`config.mk`:
```
export PLATFORM = sky130hd
export DESIGN_NAME = fib_19_unwind
export DESIGN_NICKNAME = d
export VERILOG_FILES = /design/src/rtl/fib_19_unwind.sv
export SDC_FILE = /design/constraint.sdc
export NUM_CORES = 1
export LEC_CHECK = 0
export ABC_AREA = 1
export BUFFER_PORTS_ARGS = -buffer_cell sky130_fd_sc_hd__buf_2
export CELL_PAD_IN_SITES_DETAIL_PLACEMENT = 1
export CELL_PAD_IN_SITES_GLOBAL_PLACEMENT = 1
export CORE_ASPECT_RATIO = 0.6
export CORE_UTILIZATION = 30
export CTS_BUF_LIST = sky130_fd_sc_hd__clkbuf_8 sky130_fd_sc_hd__clkbuf_16
export DETAILED_ROUTE_END_ITERATION = 7
export HOLD_SLACK_MARGIN = 0.08
export MAX_ROUTING_LAYER = met4
export PLACE_DENSITY = 0.72
export SYNTH_ARGS = -nofsm -noshare
export SYNTH_HDL_FRONTEND = slang
export SYNTH_SLANG_ARGS = --single-unit
```
`constraint.sdc`:
```
create_clock -name clk -period 1.9 [get_ports clk]
set_input_delay 0.19 -clock clk [delete_from_list [all_inputs] [get_ports clk]]
set_output_delay 0.19 -clock clk [all_outputs]
set_load 0.05 [all_outputs]
```
`src/rtl/fib_19_unwind.sv`:
```
// fib_19_unwind: runs the two-phase counter loop backwards from a loaded end state to (0, Y_INIT)
// Ports: clk, rst (async active-low); start/x_in/y_in load request (taken in IDLE only);
// step_en advances one reverse step; busy while unwinding; done one-cycle pulse on finish or reject;
// err sticky reject flag; x/y current state; inv_ok combinational loop-invariant check.
module fib_19_unwind #(
    parameter int W      = 11,
    parameter int X_MAX  = 200,
    parameter int X_KNEE = 100,
    parameter int Y_INIT = 100
) (
    input  logic         clk,
    input  logic         rst,
    input  logic         start,
    input  logic [W-1:0] x_in,
    input  logic [W-1:0] y_in,
    input  logic         step_en,
    output logic         busy,
    output logic         done,
    output logic         err,
    output logic [W-1:0] x,
    output logic [W-1:0] y,
    output logic         inv_ok
);
    localparam logic [W-1:0] XM  = W'(X_MAX);
    localparam logic [W-1:0] XK  = W'(X_KNEE);
    localparam logic [W-1:0] YI  = W'(Y_INIT);
    localparam logic [W-1:0] ONE = W'(1);

    typedef enum logic [1:0] {IDLE, HI, LO} state_t;
    state_t state;

    // y implied by the invariant for a given x; only meaningful for x <= X_MAX
    function automatic logic [W-1:0] y_of(input logic [W-1:0] v);
        return v > XK ? YI + (v - XK) : YI;
    endfunction

    logic legal;
    assign legal  = x_in <= XM && y_in == y_of(x_in);
    assign inv_ok = x <= XM && y == y_of(x);

    always_ff @(posedge clk or negedge rst) begin
        if (!rst) begin
            state <= IDLE;
            x     <= '0;
            y     <= YI;
            busy  <= 1'b0;
            done  <= 1'b0;
            err   <= 1'b0;
        end else begin
            done <= 1'b0;
            case (state)
                IDLE: if (start) begin
                    if (legal) begin
                        x   <= x_in;
                        y   <= y_in;
                        err <= 1'b0;
                        if (x_in == '0) begin
                            done <= 1'b1;
                        end else begin
                            busy  <= 1'b1;
                            state <= x_in > XK ? HI : LO;
                        end
                    end else begin
                        err  <= 1'b1;
                        done <= 1'b1;
                    end
                end
                HI: if (step_en) begin
                    x <= x - ONE;
                    y <= y - ONE;
                    if (x - ONE == XK) state <= LO;
                end
                LO: if (step_en) begin
                    x <= x - ONE;
                    if (x == ONE) begin
                        state <= IDLE;
                        busy  <= 1'b0;
                        done  <= 1'b1;
                    end
                end
                default: state <= IDLE;
            endcase
        end
    end
endmodule

```
==> results_dict.tcl, run 1 <==
set metrics [dict create \
    max-slew-margin-rel 0.5312 \
    drcViolationCount 0 \
    h-tree-depth 1 \
    drive_above_1_share 0.3263 \
    use_met1 0.3827 \
    core.rowCount 25 \
    ys_ff_latch 27 \
    finalHoldViolCount 0 \
    grt_use_met2 0.4021 \
    first_pass_iters 4 \
    numPortBuffers 51 \
    crit_required_ns 1.71 \
    top_usage_layer "met2" \
    fin_tns_setup_ns -0.6956 \
    routabilityCongestion 0.8710 \
    synth.distinct_cells 32 \
    multi_input_area_um2 1743 \
    power_density_nw_per_um2 2014 \
    overflow 0 \
    clk_path_buf_depth 2 \
    setup.worst_path.end_class "output pin" \
    die_w_um 121.6 \
    cts_buffers 3 \
    status "finished with violations" \
    seq_area_um2 689.4 \
    seq_area_frac_synth 0.2640 \
    max-cap-violations 0 \
    worst_setup_path_start_kind "flip-flop" \
    core_area_um2 8102 \
    vias_per_cell 5.106 \
    cp.arrival_ns 1.98 \
    dpl.hpwl_um 8756 \
    drtIter0Drc 211 \
    crit_type "flip-flop to output pin" \
    fin_area_um2 3593 \
    p_int_w 0.003034 \
    comb_power_share 0.747 \
    dieArea_um2 8966 \
    grt_pass1_wl_um 17550 \
    synthesis.nets 454 \
    grt_antenna_before_repair 1 \
    dpl_cell_area_um2 3311 \
    rsz0062_at_grt "true" \
    die_h_um 73.75 \
    insertion_delay_ns 0.28 \
    post-route-period-util 1.141 \
    synthCells 421 \
    swShare 0.5807 \
    setup_viol 3 \
    syn2layout_area_growth_pct 39.62 \
    ir_drop_v 0.001038 \
    violations "negative setup slack" \
    power.net_switching_w 0.004202 \
    vias 3217 \
    clkTransAtPathRegs_ns 0.08 \
    hold_path_class "input pin to flip-flop" \
    fmax_ghz 0.4612 \
    ios 52 \
    routed_wl_um 11080 \
    synth.avg_cell_area_um2 6.113 \
    nFillCells 1094 \
    clock-root-buffer "clkbuf_16" \
    p_leak_nw 1.875 \
    fin_crit_ns 2.168 \
    hold_ws_ns 0.2376 \
    skew_ns 0.005187 \
    first_global_vias 3265 \
    syn_area_um2 2574 \
    nNetsFinal 555 \
    worst_slack_ns -0.2684 \
    worstMarginPinSlew_ns 0.7031 \
    ys_warn_count 0 \
    grt_usage 0.2709 \
    p_seq_frac 0.181 \
    wl_per_cell_um 17.59 \
    gr-usage-met3 0.04891 \
    p_clk_frac 0.072 \
    postRouteAntennaNets 0 \
    clock-sinks 27 \
    start_util 0.3177 \
    total_power_w 0.007235 \
    critPathMaxFanout 6 \
    grt_max_degree 28 \
    drv_slew 0 \
    cts_tree "done" \
    dp_worst_setup_slack_ns -0.1745 \
]
==> per-stage QoR <==
step | instances | utilization
after detailed placement | 619 | 0.4086
after CTS | 626 | 0.4275
after global routing | 630 | 0.4436
after floorplan | 421 | -
final | 630 | 0.4436
after global placement | 619 | 0.4086
==> worst paths after layout <==
check / startpoint / endpoint / slack [ns] / cells past startpoint
min reg2reg: state[1] / state[1] / 0.52 / 2
min in group asynchronous: rst / y[1] / 0.49 / 2
max in group asynchronous: rst / x[9] / 0.90 / 2
max: x[2] / inv_ok / -0.27 / 11
max reg2reg: x[0] / state[0] / -0.22 / 13
min: start / err / 0.24 / 3
==> layout make-up <==
| type | instances | share of cell area |
|---|---|---|
| antenna | 1 | 0.0006964 |
| clock buffer | 3 | 0.02089 |
| clock inverter | 1 | 0.002089 |
| inverter | 58 | 0.06198 |
| multi-input combinational | 321 | 0.4850 |
| sequential | 27 | 0.1919 |
| tap | 108 | 0.03760 |
| timing repair buffer | 111 | 0.1999 |
==> Yosys cell counts, drive strengths merged <==
library cell / count / area share
nor2: 36 / 0.057
clkbuf: 8 / 0.012
o211ai: 1 / 0.0029
clkinv: 1 / 0.0015
dfstp: 3 / 0.031
o22ai: 2 / 0.0049
a31oi: 2 / 0.0049
nand2: 137 / 0.21
nor4: 1 / 0.0024
o21ai: 36 / 0.070
a211oi: 1 / 0.0029
inv: 57 / 0.083
xor2: 4 / 0.014
or2: 1 / 0.0024
ha: 7 / 0.034
dfrtp: 24 / 0.23
nand4: 36 / 0.088
nor3: 8 / 0.016
a21oi: 10 / 0.019
o31ai: 1 / 0.0029
buf: 7 / 0.026
a22oi: 1 / 0.0029
nand3: 32 / 0.068
xnor2: 4 / 0.014
nand3b: 1 / 0.0029
==> layout by cell type (no fill, tap or decap), types with 2 or more instances in the layout <==
cell type,n
a21oi_1,9
a31oi_1,2
buf_2,50
buf_4,59
clkbuf_16,3
dfrtp_1,16
dfrtp_2,8
dfstp_2,3
ha_1,6
inv_1,50
inv_2,5
inv_4,2
nand2_1,128
nand2_2,4
nand2_4,5
nand3_1,25
nand3_2,5
nand3_4,2
nand4_1,36
nor2_1,25
nor2_2,8
nor2_4,3
nor3_1,4
nor3_2,3
o21ai_0,26
o21ai_1,10
o22ai_1,2
xnor2_1,4
xor2_1,3
==> power by group through the flow <==
stage               sequential, W  combinational (W)  clock, W
detailed placement        0.00126            0.00499         0
CTS                       0.00126            0.00514  0.000534
finish                    0.00131            0.00540  0.000524
global placement          0.00124            0.00487         0
floorplan                 0.00207            0.00234         0
global route              0.00135            0.00591  0.000557
==> worst max-delay path, cell delays in order, from the launching register on <==
cell,delay [ns]
dfrtp_2,0.47
nand2_1,0.08
nand2_1,0.08
nand3_2,0.09
nand3_4,0.11
nand2_2,0.07
nand2_1,0.06
o21ai_1,0.08
a211oi_2,0.22
nand3_1,0.15
nor2_4,0.15
buf_8,0.15
==> cell families after synthesis <==
family	share of synthesized area
DFF	0.2640
and+or+nand+nor	0.4419
xor gates and xnor gates	0.02722
AOI/OAI and AO/OA	0.1108
buffers and inverters	0.1220
adders and majority gates	0.03403
==> metal layers <==
layer / part of all wire / routed length, um
met1: 0.50 / 5593
met2: 0.43 / 4735
met3: 0.060 / 667
met4: 0.0080 / 89
met5: 0 / 0
==> timing repair <==
action,4_1_cts,5_1_grt
hold endpoints to repair,24,0
setup endpoints to repair,3,23
hold buffers,1,0
buffers inserted,2,3
gates cloned,0,0
pin swaps,6,9
resized for setup,13,29
==> state kept, by name, indices dropped and copies added (netlist names) <==
| register | cells |
|---|---|
| busy | 1 |
| err | 1 |
| done | 1 |
| state | 2 |
| x | 11 |
| y | 11 |
Note: power is estimated with default switching activity, not from simulation.
==> inputs of run 2 (changes only) <==
--- a/config.mk
+++ b/config.mk
@@ -16,6 +16,7 @@
 export HOLD_SLACK_MARGIN = 0.08
 export MAX_ROUTING_LAYER = met4
 export PLACE_DENSITY = 0.72
+export RECOVER_POWER = 100
 export SYNTH_ARGS = -nofsm -noshare
 export SYNTH_HDL_FRONTEND = slang
 export SYNTH_SLANG_ARGS = --single-unit
==> run 2 against run 1 <==
Against the previous run: the flow still finishes with violations (negative setup slack); die area did not move; critical path type unchanged; fmax rose by 0.33%; critical endpoint unchanged; register-to-register slack barely moved; critical path depth rose by 2; wire length fell by 0.15%.
==> results_dict.tcl, run 2 (same netlist as run 1, synthesis figures left out) <==
set metrics [dict create \
    dpl_cell_area_um2 3311 \
    drive_above_1_share 0.2956 \
    cts_buffers 3 \
    max-cap-violations 0 \
    finalHoldViolCount 0 \
    nNetsFinal 555 \
    wl_per_cell_um 17.57 \
    fmax_ghz 0.4627 \
    crit_required_ns 1.71 \
    routed_wl_um 11070 \
    reg2reg_slack_ns -0.22 \
    first_global_vias 3265 \
    skew_ns 0.004244 \
    clk_path_buf_depth 2 \
    violations "negative setup slack" \
    fin_crit_ns 2.161 \
    grt_pass1_wl_um 17550 \
    drcViolationCount 0 \
    worstMarginPinSlew_ns 0.7546 \
    grt_max_degree 28 \
    die_h_um 73.75 \
    r2r_start "x[0]" \
    clkTransAtPathRegs_ns 0.08 \
    r2r.worst_path.cells 13 \
    hold_path_class "input pin to flip-flop" \
    dp_worst_setup_slack_ns -0.1745 \
    layout_commonest_cell "nand2_1" \
    grt_usage 0.2709 \
    cp.buffers_inverters 2 \
    dieArea_um2 8966 \
    cpMostUsedCell "nand2_1" \
    start_util 0.3177 \
    cts_tree "done" \
    holdPathStages 3 \
    crit_cells 13 \
    hold_ws_ns 0.2378 \
    dpl.hpwl_um 8756 \
    worst_slack_ns -0.2612 \
    vias 3232 \
    r2r-end "state[0]" \
    utilization 0.4411 \
    path_cells "inv_4 > nand2_2 > nand2_1 > nand2_1 > nand3_2 > nand3_4 > nand2_2 > nand2_1 > o21ai_1 > a211oi_2 > nand3_1 > nor2_4 > buf_8" \
    clock-root-buffer "clkbuf_16" \
    min_from "start" \
    postRouteAntennaNets 0 \
    post-route-period-util 1.137 \
    rsz0062_at_grt "true" \
    drv_slew 0 \
    core.rowCount 25 \
    numPortBuffers 51 \
    ios 52 \
    routabilityCongestion 0.8710 \
    setup_viol 3 \
    insertion_delay_ns 0.27 \
    total_power_w 0.007193 \
    cp.arrival_ns 1.97 \
    setup.worst_path.end_class "output pin" \
    worst_setup_path_start_kind "flip-flop" \
    slowest_delay_ns 0.39 \
    max-slew-margin-rel 0.4970 \
    nFillCells 1094 \
    vias_per_cell 5.130 \
    power_density_nw_per_um2 2013 \
    critPathSlowestCell "dfrtp_2" \
    crit_type "flip-flop to output pin" \
    core_area_um2 8102 \
    p_leak_nw 1.824 \
    critical_path.top_delay_family "simple AND/OR/NAND/NOR gates" \
    drtIter0Drc 215 \
    overflow 0 \
    mostFrequentLayoutCells "nand2_1 (128), buf_4 (59), inv_1 (50), nand4_1 (36), buf_2 (33)" \
    die_w_um 121.6 \
    clock-sinks 27 \
    status "finished with violations" \
    fin_area_um2 3573 \
    hold_path_end "err" \
    h-tree-depth 1 \
    critPathMaxFanout 5 \
    ir_drop_v 0.001033 \
    reg.largest.list "x x11, y x11, state x2" \
    first_pass_iters 4 \
    grt_antenna_before_repair 1 \
    syn2layout_area_growth_pct 38.84 \
]
## run 2: area by class of cell
class	instances	area, um^2	area share
Timing Repair Buffer	111	698.2	0.1954
Clock buffer	3	75.07	0.02101
Sequential cell	27	689.4	0.1929
Inverter	58	222.7	0.06232
Multi-Input combinational cell	321	1743	0.4877
Clock inverter	1	7.507	0.002101
Antenna cell	1	2.502	0.0007003
Tap cell	108	135.1	0.03782
## run 2: worst max path at each step
stage | start | end
final | x[1] | inv_ok
after global routing | x[1] | inv_ok
after CTS | x[0] | inv_ok
after detailed placement | x_in[10] | x[8]
after global placement | x[0] | state[0]
after floorplan | x[0] | inv_ok
## run 2: layer usage
metal	up-vias	GRT usage	part of all wire
met2	98	0.4021	0.43
met4	0	0.04938	0.0072
met5	-	-	0
li1	1582	-	-
met3	8	0.04891	0.069
met1	1544	0.3827	0.49
## run 2: tightest hold or removal path, delay by kind of cell
family | cells | cell delay (ns)
buffers and inverters | 1 | 0.12
AND/OR/NAND/NOR | 2 | 0.16
## run 2: through the flow
step | instances | TNS [ns]
CTS | 626 | -0.5011
global placement | 619 | -1.442
finish | 630 | -0.6871
global route | 630 | -1.082
detailed placement | 619 | -3.105
floorplan | 421 | -0.1527
## run 2: report_power, final
part	internal, W	switching [W]	total, W
logic	0.00180	0.00356	0.00536
registers	0.000897	0.000408	0.00131
clock network	0.000288	0.000237	0.000525
## run 2: repair_timing
action	CTS	global route
hold buffers	1	0
pin swaps	6	9
resized for setup	13	29
hold endpoints to repair	24	0
setup buffers	2	3
endpoints found under the setup margin	3	23
